**config.mk**
```make
export PLATFORM = sky130hd
export DESIGN_NAME = dice_game_ctrl
export DESIGN_NICKNAME = d
export VERILOG_FILES = /design/src/rtl/dice_pkg.sv /design/src/rtl/dice_roller.sv /design/src/rtl/dice_game_ctrl.sv
export SDC_FILE = /design/constraint.sdc
export NUM_CORES = 1
export LEC_CHECK = 0
export CAP_MARGIN = 20
export CORE_ASPECT_RATIO = 0.7
export CORE_MARGIN = 10
export CORE_UTILIZATION = 40
export CTS_BUF_LIST = sky130_fd_sc_hd__clkbuf_8
export DETAILED_ROUTE_END_ITERATION = 16
export SLEW_MARGIN = 10
export SYNTH_ARGS = -nofsm -noshare
export SYNTH_HDL_FRONTEND = slang
export SYNTH_SLANG_ARGS = --single-unit
```
**constraint.sdc**
```tcl
create_clock -name clk -period 2.7 [get_ports clk]
set_input_delay 0.54 -clock clk [delete_from_list [all_inputs] [get_ports clk]]
set_output_delay 0.54 -clock clk [all_outputs]
set_load 0.05 [all_outputs]
```
**src/rtl/dice_pkg.sv**
```systemverilog
// Shared types and constants for the multi-player dice game controller.
package dice_pkg;

   // Controller state encoding; the numeric values appear on the state output.
   typedef enum logic [2:0] {
      IDLE   = 3'd0,
      ROLL   = 3'd1,
      CHOOSE = 3'd2,
      UPDATE = 3'd3,
      WON    = 3'd4,
      OVER   = 3'd5
   } state_t;

   // Meaning of the choice switch when a roll is confirmed.
   localparam logic CHOICE_BANK    = 1'b1;
   localparam logic CHOICE_DISCARD = 1'b0;

   // Width of a player index; never narrower than one bit.
   function automatic int plr_width(input int n);
      return (n <= 2) ? 1 : $clog2(n);
   endfunction

endpackage

```
**src/rtl/dice_roller.sv**
```systemverilog
// Free-running die counter (1..FACES) with a latch that captures the roll.
module dice_roller #(
   parameter int FACES = 6,
   parameter int DIE_W = $clog2(FACES + 1)
) (
   input  logic             clk,
   input  logic             rst_n,
   input  logic             enable,
   input  logic             hold,
   input  logic             clear,
   input  logic             latch,
   output logic [DIE_W-1:0] value
);

   logic [DIE_W-1:0] count_reg;

   // Counter advances while enabled and not held, wrapping FACES -> 1;
   // latch copies the current count to the visible roll value.
   always_ff @(posedge clk) begin
      if (!rst_n) begin
         count_reg <= DIE_W'(1);
         value     <= '0;
      end else begin
         if (clear) begin
            count_reg <= DIE_W'(1);
         end else if (enable && !hold) begin
            count_reg <= (count_reg == DIE_W'(FACES)) ? DIE_W'(1) : count_reg + DIE_W'(1);
         end
         if (latch) begin
            value <= count_reg;
         end
      end
   end

endmodule

```
**src/rtl/dice_game_ctrl.sv**
```systemverilog
// N-player dice race controller: roll, bank or discard, hit TARGET exactly.
module dice_game_ctrl
   import dice_pkg::*;
#(
   parameter int NUM_PLAYERS = 2,
   parameter int FACES       = 6,
   parameter int TARGET      = 15,
   parameter int MAX_ROUNDS  = 8,
   localparam int SCORE_W    = $clog2(TARGET + 1),
   localparam int DIE_W      = $clog2(FACES + 1),
   localparam int PLR_W      = plr_width(NUM_PLAYERS)
) (
   input  logic                           clk,
   input  logic                           rst_n,
   input  logic                           btn,
   input  logic                           choice,
   output logic [2:0]                     state,
   output logic [DIE_W-1:0]               num,
   output logic [PLR_W-1:0]               cur_player,
   output logic [NUM_PLAYERS*SCORE_W-1:0] scores,
   output logic [3:0]                     rounds_left,
   output logic                           busted,
   output logic                           won,
   output logic [PLR_W-1:0]               winner,
   output logic                           game_over
);

   state_t               state_reg;
   logic                 btn_q;
   logic                 choice_q;
   logic [SCORE_W-1:0]   score_reg [NUM_PLAYERS];
   logic                 rise;
   logic                 fall;
   logic [SCORE_W:0]     sum;

   assign rise  = btn & ~btn_q;
   assign fall  = ~btn & btn_q;
   assign state = state_reg;

   // One extra bit so an overshoot past TARGET is visible without wrapping.
   assign sum = {1'b0, score_reg[cur_player]} + {{(SCORE_W + 1 - DIE_W){1'b0}}, num};

   // Present the score array as one packed bus for the display logic.
   generate
      for (genvar gi = 0; gi < NUM_PLAYERS; gi++) begin : g_scores
         assign scores[gi*SCORE_W +: SCORE_W] = score_reg[gi];
      end
   endgenerate

   dice_roller #(
      .FACES (FACES),
      .DIE_W (DIE_W)
   ) u_roller (
      .clk    (clk),
      .rst_n  (rst_n),
      .enable ((state_reg == ROLL) && btn),
      .hold   (fall),
      .clear  ((state_reg == IDLE) && fall),
      .latch  ((state_reg == ROLL) && fall),
      .value  (num)
   );

   // Game FSM with scores, turn rotation, round count and registered flags.
   always_ff @(posedge clk) begin
      if (!rst_n) begin
         state_reg   <= IDLE;
         btn_q       <= 1'b0;
         choice_q    <= CHOICE_DISCARD;
         cur_player  <= '0;
         rounds_left <= 4'(MAX_ROUNDS);
         busted      <= 1'b0;
         won         <= 1'b0;
         winner      <= '0;
         game_over   <= 1'b0;
         for (int p = 0; p < NUM_PLAYERS; p++) begin
            score_reg[p] <= '0;
         end
      end else begin
         btn_q  <= btn;
         busted <= 1'b0;
         case (state_reg)
            IDLE: begin
               if (fall) begin
                  for (int p = 0; p < NUM_PLAYERS; p++) begin
                     score_reg[p] <= '0;
                  end
                  cur_player  <= '0;
                  rounds_left <= 4'(MAX_ROUNDS);
                  state_reg   <= ROLL;
               end
            end
            ROLL: begin
               if (fall) begin
                  state_reg <= CHOOSE;
               end
            end
            CHOOSE: begin
               if (rise) begin
                  choice_q  <= choice;
                  state_reg <= UPDATE;
               end
            end
            UPDATE: begin
               if ((choice_q == CHOICE_BANK) && (sum == (SCORE_W + 1)'(TARGET))) begin
                  score_reg[cur_player] <= sum[SCORE_W-1:0];
                  winner                <= cur_player;
                  won                   <= 1'b1;
                  game_over             <= 1'b1;
                  state_reg             <= WON;
               end else begin
                  if (choice_q == CHOICE_BANK) begin
                     if (sum > (SCORE_W + 1)'(TARGET)) begin
                        score_reg[cur_player] <= '0;
                        busted                <= 1'b1;
                     end else begin
                        score_reg[cur_player] <= sum[SCORE_W-1:0];
                     end
                  end
                  if (cur_player == PLR_W'(NUM_PLAYERS - 1)) begin
                     cur_player  <= '0;
                     rounds_left <= rounds_left - 4'd1;
                     if (rounds_left == 4'd1) begin
                        game_over <= 1'b1;
                        state_reg <= OVER;
                     end else begin
                        state_reg <= ROLL;
                     end
                  end else begin
                     cur_player <= cur_player + PLR_W'(1);
                     state_reg  <= ROLL;
                  end
               end
            end
            WON, OVER: begin
               if (fall) begin
                  won       <= 1'b0;
                  winner    <= '0;
                  game_over <= 1'b0;
                  state_reg <= IDLE;
               end
            end
            default: state_reg <= IDLE;
         endcase
      end
   end

endmodule
```
**Word-level counts from Yosys, hierarchy flattened**

Memory sizes are Yosys's and may differ from the RTL's. A register that Yosys moved wholly into a read port is not among the register bits.
Cells that the tools add are included.

- Mux-type cells: 55
- Bitwise operators: 9
- Equality and inequality tests: 17
- Magnitude comparators: 1
- Reductions and logical operators: 18
- Add/sub/neg operators: 4

Operators by type and width:

| operator | count |
|---|---|
| 1-bit two-way mux | 33 |
| 4-bit two-way mux | 8 |
| 3-bit two-way mux | 8 |
| 3-bit one-hot mux with 5 select lines | 1 |
| 2-bit inequality test, second input constant | 7 |
| 4-bit AND reduction | 3 |
| 3-bit == test, second input constant | 3 |
| 1-bit one-hot mux with 2 select lines | 4 |
| 4-bit one-hot mux with 2 select lines | 1 |
| 3-bit by 2-bit == test with 1-bit output, second input constant | 2 |
| 3-bit inequality test, second input constant | 2 |
| 3-bit AND reduction | 2 |
| 4-bit by 3-bit adder with 5-bit output | 1 |
| 5-bit by 4-bit == test with 1-bit output, second input constant | 1 |
| 5-bit by 4-bit > comparator with 1-bit output, second input constant | 1 |
| 1-bit logical AND | 5 |
| 4-bit by 1-bit == test with 1-bit output, second input constant | 1 |
| 1-bit OR | 4 |
| 2-bit nonzero test | 2 |
| 2-bit OR reduction | 2 |
| 4-bit OR reduction | 1 |
| 4-bit by 1-bit subtractor with 4-bit output, second input constant | 1 |
| 3-bit by 1-bit adder with 3-bit output, second input constant | 1 |
| 3-bit by 1-bit == test with 1-bit output, second input constant | 1 |
| 6 further kinds | 9 |

- Bits in writable memories: 8
- Memories: 1
- Word-level logic and storage cells: 116
- Register bits: 20
- Output and inout bits: 23

Memories:

| memory | depth | bits a word | read ports | clocked after Yosys merged registers in | write ports | line | RTL |
|---|---|---|---|---|---|---|---|
| score_reg | 2 | 4 | 3 | 1 | 2 | dice_game_ctrl.sv:31 | `logic [SCORE_W-1:0] score_reg [NUM_PLAYERS];` |

**Longest topological paths before layout**

- Word-level depth: 12
- Gate-level depth with buffers: 8
- Mapped depth without buffers: 8

**By module**

A second synthesis with hierarchy kept.

- Cell total of the unflattened synthesis: 149
- Area total of the unflattened synthesis: 1525.2 um^2

Modules (own cells, without submodules):

| module | area an instance (um^2) | instances | cells an instance |
|---|---|---|---|
| dice_game_ctrl | 1273.7 | 1 | 124 |
| dice_roller | 251.5 | 1 | 25 |

**Worst setup path after synthesis**

No wires, ideal clock.

- Path type: reg-to-reg
- From: memory score_reg[1][0] in the netlist's numbering
- To: register with a tool-made name
- Arrival time: 2421 ps
- Cell stages (with the launch flop): 9
- Setup time: 70 ps
- Period minus slack after synthesis: 2491 ps
- Slack: 209 ps
- Path buffers: 0
- Required time: 2630 ps
- Cell sequence: edfxtp_1 -> mux2_2 -> ha_1 -> fa_1 -> xnor2_1 -> nor2_1 -> o21a_1 -> or3_1 -> a21oi_1

RTL lines:

| element | line |
|---|---|
| from (decl) | dice_game_ctrl.sv:31 |

==> flow_summary.json <==
{
  "powerDensity_nw_per_um2": 501,
  "grt_start_max_net_pins": 14,
  "finalHoldViolations": 0,
  "syn_area_um2": 1430,
  "cts_tree": "done",
  "crit_arrival_ns": 2.74,
  "wl_um": 3470,
  "rows": 18,
  "antenna_left": 0,
  "netSwitchingFraction": 0.249,
  "diodes": 0,
  "vias": 1216,
  "die_h_um": 70.0,
  "cts_max_level": 2,
  "fin_area_um2": 1850,
  "worstSkewPairLatency_ns": 0.27,
  "grt_pass1_vias": 1197,
  "critPathRequiredTime_ns": 2.91,
  "synthCells": 148,
  "layout_commonest_cell": "clkdlybuf4s50_1",
  "crit_path_max_fanout": 4,
  "tns_ns": 0,
  "numCtsBuffers": 5,
  "nNetsFinal": 190,
  "initial_utilization": 0.409,
  "p_comb_frac": 0.112,
  "synth_seq_area_share": 0.462,
  "fmax_mhz": 395,
  "postCtsHoldBufs": 0,
  "crit_type": "register to register",
  "maxCapViolCount": 0,
  "pwr-share-seq": 0.504,
  "yosys_register_bits": 29,
  "remaining_drc_errors": 0,
  "period_share": 0.937,
  "dr.pass1.iters": 4,
  "cts.sinks": 29,
  "cp-end-kind": "register",
  "gr-usage-all-layers": 0.113,
  "slew_viol_final": 0,
  "die_w_um": 91.4,
  "globalplace.congestion": 0.885,
  "cts_repair_resize_count": 0,
  "yosys_warnings": 0,
  "post_cts.repair.setup_buffers": 0,
  "core_um2": 3490,
  "stdcell_count": 231,
  "outcome": "finished, final reports clean",
  "power_leakage_nw": 0.680,
  "clockBufferDepth": 2,
  "critical-path-slowest-cell": "dfxtp_1",
  "antenna_found_initial": 0,
  "pin_count": 27,
  "die_area_um2": 6400,
  "period_needed_ns": 2.53,
  "drive_gt1_frac": 0.0829,
  "area_delta_synth_final_pct": 29.4,
  "largest_reg_flops": 8,
  "dp_cells": 223,
  "setup_violations": 0,
  "slew_headroom": 0.501,
  "cts-root-buf": "clkbuf_8",
  "skew_ns": 0.00606,
  "vias_per_cell": 5.26,
  "p_sw_uw": 231,
  "grt-ovfl-total": 0,
  "power.internal_uw": 696,
  "pwr-share-clk": 0.384,
  "crit_path_max_incr_delay_ns": 0.43,
  "routedWlPerCell_um": 15.0,
  "avgSynthCellArea_um2": 9.65,
  "synth.distinct_cells": 38,
  "grt_pass1_wl_um": 5930,
  "worstPathCellList": "mux2_2 -> ha_1 -> fa_1 -> xnor2_1 -> nor2_1 -> o21a_1 -> or3_1 -> a21oi_1",
  "final_cell_mix": "clkdlybuf4s50_1, dfxtp_1, nand2_1",
  "synthesis.nets": 158,
  "path_clk_slew_ns": 0.06,
  "grt_setup_unrepaired": "false",
  "crit_path_start_kind": "register",
  "min-delay-start": "won",
  "vdd_drop_max_mv": 0.259,
  "worst_slew_pin_slew_ns": 0.741,
  "port_buffers": 26,
  "hold_path_class": "register to register",
  "drt_iter0_drc": 121,
  "dp_hpwl_um": 2720,
  "placed_cell_area_um2": 1760
}
## final timing paths
kind / endpoint / slack (ns) / cells after the start
hold / removal: won / 0.49 / 2
setup / recovery: register / 0.17 / 8
hold reg to reg: won / 0.49 / 2
setup reg to reg: register / 0.17 / 8
## area by class of cell
cell class,instances,area [µm²]
clock buffers,6,82.6
fillers,317,1640
inverters,4,15.0
repair buffers,29,283
clock inverters,2,7.51
flip-flops and latches,29,661
well taps,50,62.6
multi-input cells,111,738
## kinds of logic (layout without fill, tap and decap cells)
logic type / count (synthesis) / after routing / share of synthesized area
XOR/XNOR: 1 / 1 / 0.00613
AND/OR/NAND/NOR: 65 / 65 / 0.246
multiplexers: 10 / 10 / 0.0727
AO/OA/AOI/OAI: 29 / 29 / 0.134
adder cells (fa/ha/maj): 6 / 6 / 0.0578
buffers and inverters: 8 / 41 / 0.0210
flip-flops: 29 / 29 / 0.462
## metrics by stage
| stage | setup WS (ns) | power, mW | hold slack (ns) | util |
|---|---|---|---|---|
| after floorplan | 0.209 | 0.542 | 0.471 | - |
| after global placement | 0.306 | 0.579 | 0.455 | 0.504 |
| after global routing | 0.0447 | 0.968 | 0.518 | 0.530 |
| after CTS | 0.180 | 0.930 | 0.487 | 0.530 |
| final | 0.171 | 0.926 | 0.487 | 0.530 |
| after detailed placement | 0.217 | 0.579 | 0.479 | 0.504 |
## layer usage
layer  wire (µm)  track usage  up-vias
li1            -            -      595
met1        1780        0.160      570
met2        1390        0.152       49
met3         295       0.0438        2
met4          12       0.0347        0
met5           0            0        -
## cell usage after synthesis
cell type  count  area (µm²)
nor3b_1        1        7.51
xnor2_1        1        8.76
edfxtp_1       8         240
or3_1          1        6.26
mux2_2         3        33.8
fa_1           1        20.0
ha_1           5        62.6
and2_0         1        6.26
nand4b_1       1        8.76
o311a_1        1        10.0
and2_1         5        31.3
o21a_1         3        22.5
inv_1          4        15.0
o21ai_0        7        35.0
nor3_1         3        15.0
nand3b_1       2        15.0
and3b_1        3        26.3
mux2i_1        7        70.1
o21ai_2        1        8.76
nor3b_2        1        12.5
nor2b_1        4        25.0
a21oi_1        7        35.0
and3_1         3        18.8
nand2_1       16        60.1
nand3_1        7        35.0
a31oi_1        1        6.26
nor4b_1        1        8.76
clkbuf_1       4        15.0
a21boi_2       1        11.3
a311oi_1       1        8.76
a21boi_0       6        45.0
nor2_1        11        41.3
nor4_1         1        6.26
nand2b_1       2        12.5
o2bb2ai_1      1        8.76
nand4_1        1        6.26
dfxtp_1       21         420
and4_1         1        8.76
## worst max-delay path, delay by kind of cell, from the launching register on
family,cells,cell delay (ns)
AO/OA/AOI/OAI,2,0.31
XOR/XNOR,1,0.31
adder cells (fa/ha/maj),2,0.62
flip-flops,1,0.43
multiplexers,1,0.36
AND/OR/NAND/NOR,2,0.44
## power by group through the flow
stage | Combinational, mW | Clock, mW | Sequential (mW)
after floorplan | 0.0374 | 0 | 0.505
after global placement | 0.103 | 0 | 0.476
after detailed placement | 0.103 | 0 | 0.476
after CTS | 0.104 | 0.360 | 0.467
after global routing | 0.110 | 0.390 | 0.468
final | 0.103 | 0.356 | 0.467
(Power assumes the default switching activity.)
